==> config.mk <==
export PLATFORM = sky130hd
export DESIGN_NAME = fetch_ctrl
export DESIGN_NICKNAME = d
export VERILOG_FILES = /design/src/rtl/fetch_pkg.sv /design/src/rtl/fetch_ctrl.sv
export SDC_FILE = /design/constraint.sdc
export NUM_CORES = 1
export LEC_CHECK = 0
export CORE_ASPECT_RATIO = 1.1
export CORE_MARGIN = 2
export CORE_UTILIZATION = 46
export CTS_BUF_LIST = sky130_fd_sc_hd__clkbuf_4 sky130_fd_sc_hd__clkbuf_8
export CTS_CLUSTER_SIZE = 30
export DETAILED_ROUTE_END_ITERATION = 7
export PLACE_DENSITY_LB_ADDON = 0.05
export SLEW_MARGIN = 15
export SYNTH_ARGS = -nofsm -noshare
export SYNTH_HDL_FRONTEND = slang
export SYNTH_SLANG_ARGS = --single-unit
==> constraint.sdc <==
create_clock -name clk -period 4.6 [get_ports clk]
set_input_delay 0.46 -clock clk [delete_from_list [all_inputs] [get_ports clk]]
set_output_delay 0.46 -clock clk [all_outputs]
set_load 0.05 [all_outputs]
==> src/rtl/fetch_pkg.sv <==
// Shared types and constants for the instruction-fetch controller.
// The NOP word is what decode sees whenever no instruction is being delivered.
package fetch_pkg;

   typedef enum logic [2:0] {
      ST_IDLE,
      ST_REQ,
      ST_WAIT,
      ST_HOLD,
      ST_DROP
   } fetch_state_t;

   localparam logic [31:0] NOP_INSTR   = 32'h0000_0013;
   localparam int          STALL_CNT_W = 32;

endpackage

==> src/rtl/fetch_ctrl.sv <==
// Instruction-fetch controller: issues one memory request at a time, buffers the
// response while decode is stalled, and drops responses made stale by a redirect.
module fetch_ctrl
   import fetch_pkg::*;
#(
   parameter int counter_width = 32,
   parameter int word_width    = 32
) (
   input  logic                     clk,
   input  logic                     reset,
   input  logic [counter_width-1:0] PCF,
   input  logic                     PCSrcE,
   input  logic                     stallD,
   input  logic                     imem_ready,
   input  logic                     imem_rvalid,
   input  logic [word_width-1:0]    imem_rdata,
   output logic                     imem_req,
   output logic [counter_width-1:0] imem_addr,
   output logic                     stallF_N,
   output logic [word_width-1:0]    instrF,
   output logic                     instrF_valid,
   output logic                     flushD,
   output logic [STALL_CNT_W-1:0]   stall_cycles
);

   localparam logic [word_width-1:0] NOP_WORD = word_width'(NOP_INSTR);

   fetch_state_t                state_reg, state_next;
   logic [word_width-1:0]       hold_reg, hold_next;
   logic [STALL_CNT_W-1:0]      stall_cnt_reg;

   always_ff @(posedge clk or posedge reset) begin
      if (reset) begin
         state_reg <= ST_IDLE;
         hold_reg  <= NOP_WORD;
      end else begin
         state_reg <= state_next;
         hold_reg  <= hold_next;
      end
   end

   // The address simply follows the PC; it only matters while imem_req is high.
   assign imem_addr = PCF;

   always_comb begin
      state_next   = state_reg;
      hold_next    = hold_reg;
      imem_req     = 1'b0;
      stallF_N     = 1'b1;
      instrF       = NOP_WORD;
      instrF_valid = 1'b0;
      // Reset is asynchronous, so the flush must not leak through while it is held.
      flushD       = PCSrcE & ~reset;

      case (state_reg)
         ST_IDLE: begin
            state_next = ST_REQ;
         end
         ST_REQ: begin
            imem_req = 1'b1;
            if (imem_ready) begin
               state_next = ST_WAIT;
            end
         end
         ST_WAIT: begin
            if (PCSrcE) begin
               state_next = imem_rvalid ? ST_REQ : ST_DROP;
            end else if (imem_rvalid) begin
               if (stallD) begin
                  hold_next  = imem_rdata;
                  state_next = ST_HOLD;
               end else begin
                  instrF       = imem_rdata;
                  instrF_valid = 1'b1;
                  stallF_N     = 1'b0;
                  state_next   = ST_REQ;
               end
            end
         end
         ST_HOLD: begin
            if (PCSrcE) begin
               hold_next  = NOP_WORD;
               state_next = ST_REQ;
            end else begin
               instrF       = hold_reg;
               instrF_valid = 1'b1;
               if (!stallD) begin
                  stallF_N   = 1'b0;
                  hold_next  = NOP_WORD;
                  state_next = ST_REQ;
               end
            end
         end
         ST_DROP: begin
            if (imem_rvalid) begin
               state_next = ST_REQ;
            end
         end
         default: begin
            state_next = ST_IDLE;
         end
      endcase
   end

   always_ff @(posedge clk or posedge reset) begin
      if (reset) begin
         stall_cnt_reg <= '0;
      end else if (stallF_N && (stall_cnt_reg != '1)) begin
         stall_cnt_reg <= stall_cnt_reg + 1'b1;
      end
   end

   assign stall_cycles = stall_cnt_reg;

endmodule
==> results.yml <==
routing:
  vias: 3121
  totalWireLength_mm: 9.00
  drt_iter0_drc: 174
  viasPerCell: 5.39
  drcViolationCount: 0
  dr.pass1.iters: 4
  wl_per_cell_um: 15.5
  antenna_left: 0
die:
  start_util: 0.471
  ios: 170
  die_w_um: 89.4
  row_count: 34
  coreArea_um2: 7830
  die-height_um: 97.9
  dieArea_um2: 8750
worst_setup_path:
  cp-start-kind: "input port"
  cp.arrival_ns: 3.11
  cp.required_ns: 4.14
  path_buf_inv: 3
  cpLargestDelayFamily: "buffers and inverters"
  path_class: "in -> out"
  critPathSlowestCell: "clkdlybuf4s50_1"
  max_stage_delay_ns: 0.81
  worst-path-max-fanout: 29
  crit_path_cell_trace: "clkdlybuf4s50_1, nor4b_4, and2_1, buf_4, a22o_1, clkdlybuf4s50_1"
  crit_path_frequent_cell: "clkdlybuf4s50_1"
  cp-end-kind: "output pin"
grt:
  antenna_found_initial: 0
  grt_remaining_overflow: 0
  grt_pass1_wl_mm: 14.7
  grt_max_degree: 41
  grt_usage: 0.215
  grt.busiest_layer: "met2"
  grt_use_met3: 0.0406
  grt_pass1_vias: 3124
  grtUsageMet1: 0.290
  grt_use_met2: 0.337
clock_tree:
  cts_tree: "built"
  cts_setup_buffers: 0
  numCtsBuffers: 9
  cts_max_level: 3
  clkSinkCount: 67
  root_buffer: "clkbuf_8"
  clk_latency_ns: 0.34
  postCtsHoldBufs: 0
  ctsResizeCount: 0
  clockBufferDepth: 2
  clk_pin_slew_ns: 0.07
final_layout:
  fin_cells: 579
  ff_latch_area_um2: 1680
  n_antenna_cell: 0
  layout-drive-gt1-share: 0.0828
  n_fill_cell: 717
  layout.nets: 537
  synthToLayoutAreaGrowth_pct: 30.3
  multi_input_area_um2: 1660
placed_design:
  placedCellCount: 563
  dp.final_hpwl_mm: 6.12
  place_congestion: 0.808
  port_buffers: 105
sta:
  min_period_ns: 3.57
  relSlewSlack: 0.272
  worstMarginPinSlew_ns: 1.09
  setup_tns_ns: 0
  max_freq_ghz: 0.280
  fin_skew_ns: 0.0116
  setup_viol: 0
  period_share: 0.777
  slew_violations: 0
  finalHoldViolations: 0
  rsz0062_at_grt: "false"
  holdWs_ns: 0.470
synth:
  synth_area_leader_cell: "dfrtp_1"
  syn_avg_cell_area_um2: 9.27
  syn-num-nets: 469
  synth_area_leaders: "dfrtp_1 43%, nand2_1 7.9%, a22o_1 6.9%"
  async_reset_ff_frac: 1.00
  synth_flop_cell: "dfrtp_1"
  synth_cell_type_count: 41
  syn-cell-area_um2: 3690
  synthCells: 398
  yosysWarningCount: 0
  synth-seq-cells: 67
  seq_area_frac_synth: 0.456
  synth_top_area_share: 0.434
  synth-edff-count: 0
power:
  p_per_area_nw_per_um2: 527
  vdd_ir_drop_max_mv: 0.400
  p_leak_nw: 2.10
flow_run:
  cap_violations: 0
worst_hold_path:
  hold_path.class: "reg -> reg"
run_status:
  status: "finished, final reports clean"
[worst paths after layout]
path | start | to | slack, ns | cells after the start
setup / recovery | PCSrcE | instrF[25] | 1.03 | 6
hold / removal | hold_reg[22]$_DFFE_PP0P_ | hold_reg[22]$_DFFE_PP0P_ | 0.47 | 2
setup reg to reg | state_reg[0]$_DFFE_PP0P_ | stall_cycles[31]$_DFFE_PP0P_ | 2.33 | 5
hold reg to reg | hold_reg[22]$_DFFE_PP0P_ | hold_reg[22]$_DFFE_PP0P_ | 0.47 | 2
max in group asynchronous | reset | hold_reg[27]$_DFFE_PP0P_ | 3.03 | 3
min in group asynchronous | reset | hold_reg[12]$_DFFE_PP0P_ | 0.66 | 2
[tightest hold or removal path: stages, from the launching register on]
cell and delay [ns]:
dfrtp_1 0.34, nand2_1 0.05, nand2_1 0.05
[metrics by stage]
step           cell area, um^2  setup WS (ns)  power [mW]  utilization
2_1_floorplan             3690           1.83        1.74            -
4_1_cts                   4800           1.02        2.55        0.613
6_report                  4800           1.03        2.53        0.614
5_1_grt                   4800          0.901        2.69        0.614
3_3_place_gp              4590           1.07        1.99        0.586
3_5_place_dp              4590           1.03        2.01        0.586
[layer usage]
layer | wire length [um] | vias up
li1 | - | 1490
met1 | 4150 | 1511
met2 | 4230 | 108
met3 | 480 | 12
met4 | 137 | 0
met5 | 0 | -
[cells by family after synthesis]
family	Yosys count	synth area share
AOI/OAI and AO/OA	56	0.124
DFF	67	0.456
and+or+nand+nor	183	0.247
xor gates and xnor gates	25	0.0594
buffers and inverters	61	0.0963
muxes	5	0.0149
adders and majority gates	1	0.00339
[final cells by class]
cell class	instances	share of cell area
Clock buffer	9	0.0258
Timing Repair Buffer	109	0.225
Multi-Input combinational cell	270	0.345
Sequential cell	67	0.350
Clock inverter	7	0.0193
Inverter	9	0.00703
Tap cell	108	0.0281
[cells in the mapped netlist (all sizes together) (2+ instances only)]
cell,number
xor2,12
buf,38
o21ai,9
nor3,7
nor4b,2
nor2b,5
clkbuf,14
xnor2,13
nand4,6
and4,4
nor4,5
and3,8
dfstp,3
nand3,46
inv,9
a22o,29
and2,3
mux2,4
nor3b,2
a21oi,10
nor2,12
o32a,3
dfrtp,64
nand2,78
[layout by cell type, fill, tap and decap left out, types with 9 or more instances in the layout]
cell,Yosys,final
a21oi_1,10,10
a22o_1,29,29
clkbuf_8,0,9
clkdlybuf4s50_1,0,105
dfrtp_1,64,64
nand2_1,78,77
nand3_1,45,45
nor2_1,12,11
o21ai_0,9,9
xnor2_1,13,13
xor2_1,12,12
[power breakdown]
group	internal [mW]	switching, mW
Clock	0.303	0.233
Sequential	0.777	0.153
Combinational	0.365	0.703
No activity file was read; power rests on OpenSTA's default activity.
